--- config.mk ---
export PLATFORM = sky130hd
export DESIGN_NAME = seq_player
export DESIGN_NICKNAME = d
export VERILOG_FILES = /design/src/rtl/game_pkg.sv /design/src/rtl/seq_timer.sv /design/src/rtl/seq_player.sv
export SDC_FILE = /design/constraint.sdc
export NUM_CORES = 1
export LEC_CHECK = 0
export CORE_UTILIZATION = 46
export DETAILED_ROUTE_END_ITERATION = 6
export GPL_TIMING_DRIVEN = 0
export PLACE_DENSITY = 0.75
export SYNTH_ARGS = -nofsm -noshare
export SYNTH_HDL_FRONTEND = slang
export SYNTH_SLANG_ARGS = --single-unit
--- constraint.sdc ---
create_clock -name clk -period 1.7 [get_ports clk]
set_input_delay 0.425 -clock clk [delete_from_list [all_inputs] [get_ports clk]]
set_output_delay 0.425 -clock clk [all_outputs]
set_load 0.1 [all_outputs]
--- src/rtl/game_pkg.sv ---
// Shared game types: symbols, sequence indices and the player state encoding.
package game_pkg;

    typedef logic [2:0] sym_t;
    typedef logic [3:0] idx_t;

    typedef enum logic [1:0] {
        IDLE,
        SHOW,
        GAP,
        INPUT
    } seq_state_t;

    localparam int unsigned SEQ_DEPTH = 16;

    function automatic int unsigned max3(input int unsigned a, input int unsigned b,
                                         input int unsigned c);
        int unsigned m;
        m = (a > b) ? a : b;
        return (m > c) ? m : c;
    endfunction

endpackage

--- src/rtl/seq_timer.sv ---
// Loadable down-counter; done is high while the count sits at zero.
module seq_timer #(
    parameter int unsigned WIDTH = 8
) (
    input  logic             clk,
    input  logic             rst,
    input  logic             load,
    input  logic [WIDTH-1:0] load_val,
    output logic             done
);

    logic [WIDTH-1:0] cnt_q;

    always_ff @(posedge clk or posedge rst) begin
        if (rst) begin
            cnt_q <= '0;
        end else if (load) begin
            cnt_q <= load_val;
        end else if (cnt_q != '0) begin
            cnt_q <= cnt_q - 1'b1;
        end
    end

    assign done = (cnt_q == '0);

endmodule

--- src/rtl/seq_player.sv ---
// Plays a stored symbol sequence to the display, then checks the player's presses against it.
module seq_player
    import game_pkg::*;
#(
    parameter int unsigned ON_CYCLES      = 8,
    parameter int unsigned GAP_CYCLES     = 4,
    parameter int unsigned TIMEOUT_CYCLES = 64
) (
    input  logic       clk,
    input  logic       rst,
    input  logic       start,
    input  logic [3:0] seq_len,
    output logic [3:0] rd_sel,
    input  logic [2:0] rd_data,
    output logic       show_valid,
    output logic [2:0] show_sym,
    input  logic       btn_valid,
    input  logic [2:0] btn_sym,
    output logic       busy,
    output logic       pass,
    output logic       fail
);

    localparam int unsigned TW = $clog2(max3(ON_CYCLES, GAP_CYCLES, TIMEOUT_CYCLES)) + 1;

    // Loads are duration-1 so the last cycle of each phase is the one where done is seen.
    localparam logic [TW-1:0] ON_LOAD  = TW'(ON_CYCLES - 1);
    localparam logic [TW-1:0] GAP_LOAD = TW'(GAP_CYCLES - 1);
    localparam logic [TW-1:0] TO_LOAD  = TW'(TIMEOUT_CYCLES - 1);

    seq_state_t state_q, state_d;
    idx_t       idx_q, idx_d;
    idx_t       last_q, last_d;
    logic       pass_q, pass_d;
    logic       fail_q, fail_d;
    logic       tmr_load;
    logic [TW-1:0] tmr_val;
    logic       tmr_done;

    seq_timer #(
        .WIDTH (TW)
    ) u_timer (
        .clk      (clk),
        .rst      (rst),
        .load     (tmr_load),
        .load_val (tmr_val),
        .done     (tmr_done)
    );

    always_comb begin
        state_d  = state_q;
        idx_d    = idx_q;
        last_d   = last_q;
        pass_d   = 1'b0;
        fail_d   = 1'b0;
        tmr_load = 1'b0;
        tmr_val  = '0;
        case (state_q)
            IDLE: begin
                if (start) begin
                    last_d   = seq_len;
                    idx_d    = '0;
                    state_d  = SHOW;
                    tmr_load = 1'b1;
                    tmr_val  = ON_LOAD;
                end
            end
            SHOW: begin
                if (tmr_done) begin
                    state_d  = GAP;
                    tmr_load = 1'b1;
                    tmr_val  = GAP_LOAD;
                end
            end
            GAP: begin
                if (tmr_done) begin
                    tmr_load = 1'b1;
                    if (idx_q != last_q) begin
                        idx_d   = idx_q + 1'b1;
                        state_d = SHOW;
                        tmr_val = ON_LOAD;
                    end else begin
                        idx_d   = '0;
                        state_d = INPUT;
                        tmr_val = TO_LOAD;
                    end
                end
            end
            INPUT: begin
                // A press landing on the final timeout cycle is still judged on its symbol.
                if (btn_valid) begin
                    if (btn_sym != rd_data) begin
                        fail_d  = 1'b1;
                        state_d = IDLE;
                    end else if (idx_q == last_q) begin
                        pass_d  = 1'b1;
                        state_d = IDLE;
                    end else begin
                        idx_d    = idx_q + 1'b1;
                        tmr_load = 1'b1;
                        tmr_val  = TO_LOAD;
                    end
                end else if (tmr_done) begin
                    fail_d  = 1'b1;
                    state_d = IDLE;
                end
            end
            default: state_d = IDLE;
        endcase
    end

    always_ff @(posedge clk or posedge rst) begin
        if (rst) begin
            state_q <= IDLE;
            idx_q   <= '0;
            last_q  <= '0;
            pass_q  <= 1'b0;
            fail_q  <= 1'b0;
        end else begin
            state_q <= state_d;
            idx_q   <= idx_d;
            last_q  <= last_d;
            pass_q  <= pass_d;
            fail_q  <= fail_d;
        end
    end

    assign rd_sel     = idx_q;
    assign busy       = (state_q != IDLE);
    assign show_valid = (state_q == SHOW);
    assign show_sym   = show_valid ? rd_data : 3'd0;
    assign pass       = pass_q;
    assign fail       = fail_q;

endmodule

==> results of run 1 <==
## critical path: cells and delay by family (launching register included)
family,cells,cell delay (ns)
buffers and inverters,2,0.24
AO/OA/AOI/OAI,3,0.58
AND/OR/NAND/NOR,2,0.42
flip-flops,1,0.41
adder cells (fa/ha/maj),1,0.13
## worst max path at each step
stage                     slack (ns)  depth (start not counted)                            to
after CTS                      -0.10                          6  u_timer.cnt_q[3]$_DFFE_PP0P_
after global routing           -0.22                          7  u_timer.cnt_q[3]$_DFFE_PP0P_
after detailed placement       -0.91                          3                   show_sym[0]
after global placement         -0.90                          3                   show_sym[2]
final                          -0.16                          8        state_q[1]$_DFFE_PP0P_
after floorplan                -0.16                          5  u_timer.cnt_q[3]$_DFFE_PP0P_
## power by group through the flow
stage | Sequential, uW | Combinational (uW) | Clock, uW
6_report | 839 | 3340 | 250
5_1_grt | 856 | 3460 | 256
4_1_cts | 826 | 2720 | 237
3_5_place_dp | 836 | 2100 | 0
3_3_place_gp | 822 | 2070 | 0
2_1_floorplan | 1040 | 1490 | 0
## flip-flops by register name, indices dropped and copies added, names as in the netlist
| register | flops |
|---|---|
| state_q | 2 |
| last_q | 4 |
| pass | 1 |
| u_timer.cnt_q | 7 |
| fail | 1 |
| rd_sel | 4 |
## cell families (layout without fill, tap and decap cells)
family	Yosys count	count (layout)
xor gates and xnor gates	11	11
and+or+nand+nor	43	43
buffers and inverters	15	71
AOI/OAI and AO/OA	30	30
DFF	19	19
muxes	8	8
adders and majority gates	8	8
## final cells by class
class / instances / area [sq um]
Timing Repair Buffer: 53 / 484
Sequential cell: 19 / 493
Fill cell: 128 / 405
Multi-Input combinational cell: 100 / 1010
Tap cell: 30 / 37.5
Clock buffer: 4 / 26.3
Inverter: 14 / 61.3
## through the flow
stage / TNS, ns / power, uW / utilization (%) / instances / instance area, sq um
3_5_place_dp: -13.38 / 2940 / 64.1 / 188 / 1620
3_3_place_gp: -13.21 / 2890 / 64.1 / 188 / 1620
5_1_grt: -2.68 / 4570 / 83.9 / 220 / 2120
6_report: -1.83 / 4430 / 83.9 / 220 / 2120
4_1_cts: -0.528 / 3780 / 77.6 / 209 / 1960
2_1_floorplan: -0.736 / 2530 / - / 134 / 1340
## placed cells by master (no fill, tap or decap), types with 4 or more instances in the layout
cell type | netlist | final
sky130_fd_sc_hd__a21oi_1 | 9 | 5
sky130_fd_sc_hd__and2_4 | 0 | 4
sky130_fd_sc_hd__buf_12 | 0 | 4
sky130_fd_sc_hd__buf_2 | 1 | 4
sky130_fd_sc_hd__buf_4 | 0 | 26
sky130_fd_sc_hd__buf_6 | 0 | 4
sky130_fd_sc_hd__clkdlybuf4s50_1 | 0 | 6
sky130_fd_sc_hd__dfrtp_1 | 19 | 13
sky130_fd_sc_hd__dfrtp_4 | 0 | 4
sky130_fd_sc_hd__dlygate4sd2_1 | 0 | 7
sky130_fd_sc_hd__ha_4 | 0 | 5
sky130_fd_sc_hd__inv_1 | 14 | 8
sky130_fd_sc_hd__mux2_2 | 4 | 4
sky130_fd_sc_hd__nand2_1 | 13 | 11
sky130_fd_sc_hd__nor2_1 | 9 | 9
sky130_fd_sc_hd__xnor2_2 | 0 | 4
## routing by layer
metal / wire length, um / vias to the layer above / global-route usage, % / share of wire [%]
met5: 0 / - / 0 / 0
met4: 187 / 0 / 18.8 / 4.2
met3: 377 / 19 / 5.08 / 8.4
met2: 2140 / 91 / 45.3 / 48
met1: 1780 / 617 / 35.1 / 40
li1: - / 574 / - / -
## timing repair
action / in CTS / in global routing
pin swaps: 18 / 4
buffers inserted: 18 / 12
endpoints found under the setup margin: 25 / 18
hold endpoints to repair: 0 / 0
resized for setup: 109 / 17
==> impl_metrics.prom, run 1 <==
# TYPE chip_impl_metric gauge
chip_impl_info{name="run_status",value="complete, but fails checks"} 1
chip_impl_info{name="failed_checks",value="setup timing"} 1
chip_impl_metric{name="netlist-cell-type-count",unit=""} 38
chip_impl_metric{name="synth-compound-area-share",unit="%"} 15.7
chip_impl_info{name="worst_r2r_endpoint",value="state_q[1]$_DFFE_PP0P_"} 1
chip_impl_metric{name="initial_core_util",unit="%"} 49.5
chip_impl_metric{name="diodes",unit=""} 0
chip_impl_metric{name="reg2reg_slack",unit="ns"} -0.16
chip_impl_info{name="crit_path_end_kind",value="flip-flop"} 1
chip_impl_metric{name="timing.final.hold_violations",unit=""} 0
chip_impl_info{name="min_to",value="u_timer.cnt_q[6]$_DFFE_PP0P_"} 1
chip_impl_metric{name="combinationalPowerShare",unit="%"} 75.4
chip_impl_info{name="ctsRootBufferMaster",value="sky130_fd_sc_hd__clkbuf_4"} 1
chip_impl_metric{name="grt.total_usage",unit="%"} 28.5
chip_impl_info{name="synthTopCellsByArea",value="sky130_fd_sc_hd__dfrtp_1 (38%), sky130_fd_sc_hd__ha_1 (8.0%), sky130_fd_sc_hd__inv_1 (4.2%), sky130_fd_sc_hd__xnor2_1 (4.2%), sky130_fd_sc_hd__nand2_1 (3.9%)"} 1
chip_impl_info{name="hold_class",value="reg -> reg"} 1
chip_impl_metric{name="drt_iter0_markers",unit=""} 57
chip_impl_metric{name="detail-route-antenna-nets",unit=""} 0
chip_impl_metric{name="cts_inserted_buffers",unit=""} 3
chip_impl_metric{name="final-max-slew-violation-count",unit=""} 0
chip_impl_metric{name="clock_path_buffers",unit=""} 2
chip_impl_metric{name="htree_num_levels",unit=""} 1
chip_impl_metric{name="clk_transition_reported_paths",unit="ns"} 0.12
chip_impl_metric{name="p_clk_share",unit="%"} 5.7
chip_impl_metric{name="dpl_worst_slack",unit="ns"} -0.913
chip_impl_metric{name="drt-pass1-iter-count",unit=""} 4
chip_impl_metric{name="clock-skew-final",unit="ns"} 0.00438
chip_impl_metric{name="grt_max_degree",unit=""} 20
chip_impl_metric{name="ctsHoldBuffers",unit=""} 0
chip_impl_metric{name="detail_route.wl_per_cell",unit="um"} 20.4
chip_impl_metric{name="synth.yosys.seq_area_share",unit="%"} 38.1
chip_impl_info{name="reg2reg_from",value="u_timer.cnt_q[1]$_DFFE_PP0P_"} 1
chip_impl_metric{name="place_hpwl",unit="um"} 2060
chip_impl_metric{name="min_period_over_period",unit="%"} 109
chip_impl_metric{name="basic_gate_share_of_the_synthesized_area_counting_and_or_nand_and_nor_cells",unit="%"} 19.0
chip_impl_metric{name="holdPathStages",unit=""} 2
chip_impl_metric{name="synth_top_area_share",unit="%"} 38.1
chip_impl_metric{name="hold-worst-slack",unit="ns"} 0.532
chip_impl_info{name="yosysMostFrequentCell",value="sky130_fd_sc_hd__dfrtp_1"} 1
chip_impl_metric{name="synth_warnings",unit=""} 0
chip_impl_metric{name="floorplan.core_area",unit="sq um"} 2520
chip_impl_metric{name="critPathRequiredTime",unit="ns"} 1.91
chip_impl_info{name="synth-main-ff-cell",value="sky130_fd_sc_hd__dfrtp_1"} 1
chip_impl_metric{name="swShare",unit="%"} 51.1
chip_impl_metric{name="max_slew.worst_pin.slew",unit="ns"} 0.736
chip_impl_metric{name="cellInternalPower",unit="uW"} 2160
chip_impl_info{name="crit_path_start_kind",value="flip-flop"} 1
chip_impl_metric{name="power_switching",unit="uW"} 2260
chip_impl_metric{name="pwr_density_cell",unit="nW/um^2"} 2090
chip_impl_metric{name="clock_sinks",unit=""} 19
chip_impl_info{name="critPathSlowestCell",value="sky130_fd_sc_hd__dfrtp_1"} 1
chip_impl_metric{name="layout_min_cycle_time",unit="ns"} 1.86
chip_impl_metric{name="crit_path_max_incr_delay",unit="ns"} 0.41
chip_impl_metric{name="gp_congestion",unit=""} 0.825
chip_impl_metric{name="ir_worst_vdd",unit="mV"} 1.88
chip_impl_metric{name="fmax",unit="MHz"} 538
chip_impl_metric{name="synthesis.nets",unit=""} 156
chip_impl_metric{name="crit_arrival",unit="ns"} 2.07
chip_impl_metric{name="drcViolationCount",unit=""} 0
chip_impl_info{name="rsz_0062_raised_after_global_routing",value="true"} 1
chip_impl_metric{name="cells_after_synth",unit=""} 134
chip_impl_metric{name="seq_power_share",unit="%"} 18.9
chip_impl_metric{name="syn-cell-area",unit="sq um"} 1250
chip_impl_metric{name="globalRouteOverflowTotal",unit=""} 0
chip_impl_metric{name="layout_setup_ws",unit="ns"} -0.158
chip_impl_metric{name="synthMuxAreaShare",unit="%"} 6.81
chip_impl_metric{name="synthXorXnorAreaFrac",unit="%"} 7.72
chip_impl_metric{name="num_rows",unit=""} 18
chip_impl_metric{name="clkLatencyLatePin",unit="ns"} 0.32
chip_impl_info{name="worst_path_class_setup",value="reg -> reg"} 1
chip_impl_metric{name="final_nets",unit=""} 213
chip_impl_metric{name="max-cap-violations",unit=""} 0
chip_impl_metric{name="critical_path.max_fanout",unit=""} 4
chip_impl_info{name="leading_cell_types_by_count_after_synthesis",value="sky130_fd_sc_hd__dfrtp_1 (19), sky130_fd_sc_hd__inv_1 (14), sky130_fd_sc_hd__nand2_1 (13)"} 1
chip_impl_metric{name="port_buffers",unit=""} 24
chip_impl_metric{name="top_level_ports",unit=""} 25
chip_impl_info{name="hold_path_startpoint",value="u_timer.cnt_q[6]$_DFFE_PP0P_"} 1
chip_impl_info{name="critical_path.startpoint",value="u_timer.cnt_q[1]$_DFFE_PP0P_"} 1
chip_impl_info{name="largest_family_of_logic_cells_by_synthesized_area",value="simple AND/OR/NAND/NOR gates"} 1
chip_impl_metric{name="vias_after_detailed_routing",unit=""} 1301
chip_impl_info{name="yosys.area.top_type",value="sky130_fd_sc_hd__dfrtp_1"} 1
chip_impl_metric{name="r2r.worst_path.cells",unit=""} 8
chip_impl_metric{name="postSynthAreaPerCell",unit="sq um"} 9.32
chip_impl_metric{name="floorplan.die.width",unit="um"} 54.1
chip_impl_metric{name="drt-vias-per-instance",unit=""} 5.91
chip_impl_metric{name="syn2layout_area_growth",unit="%"} 69.5
chip_impl_metric{name="total_leakage_power",unit="uW"} 0.000907
chip_impl_metric{name="asyncSetResetFlopFracSynth",unit="%"} 100
chip_impl_metric{name="die_height",unit="um"} 54.1
chip_impl_metric{name="number_of_antenna_violations_at_the_first_check_in_global_routing",unit=""} 0
chip_impl_metric{name="synth_enable_flop_cells",unit=""} 0
chip_impl_metric{name="dieArea",unit="sq um"} 2930
chip_impl_metric{name="first_global_vias",unit=""} 1166
chip_impl_info{name="list_of_cells_traversed_by_the_critical_path",value="inv_2, ha_4, nor4b_4, nand2_2, buf_6, a221oi_4, o21a_1, a21oi_2"} 1
chip_impl_info{name="tritoncts",value="yes"} 1
chip_impl_metric{name="setup-violations-final",unit=""} 16
chip_impl_metric{name="synth_seq_cells",unit=""} 19
chip_impl_metric{name="drt-total-wl",unit="um"} 4490
chip_impl_metric{name="synth-adder-area-share",unit="%"} 8.02
chip_impl_metric{name="grt_pass1_wl",unit="um"} 5610
chip_impl_metric{name="post_route_cells_drive_above_1_share",unit="%"} 53.2
chip_impl_metric{name="relSlewSlack",unit="%"} 50.9
Note: power is estimated with default switching activity, not from simulation.
==> inputs of run 2 (changes only) <==
--- a/config.mk
+++ b/config.mk
@@ -6,6 +6,7 @@
 export NUM_CORES = 1
 export LEC_CHECK = 0
 export CORE_UTILIZATION = 46
+export CTS_CLUSTER_DIAMETER = 80
 export DETAILED_ROUTE_END_ITERATION = 6
 export GPL_TIMING_DRIVEN = 0
 export PLACE_DENSITY = 0.75
==> results of run 2 <==
No change in the layout: final DEF, timing and power equal those of run 1.
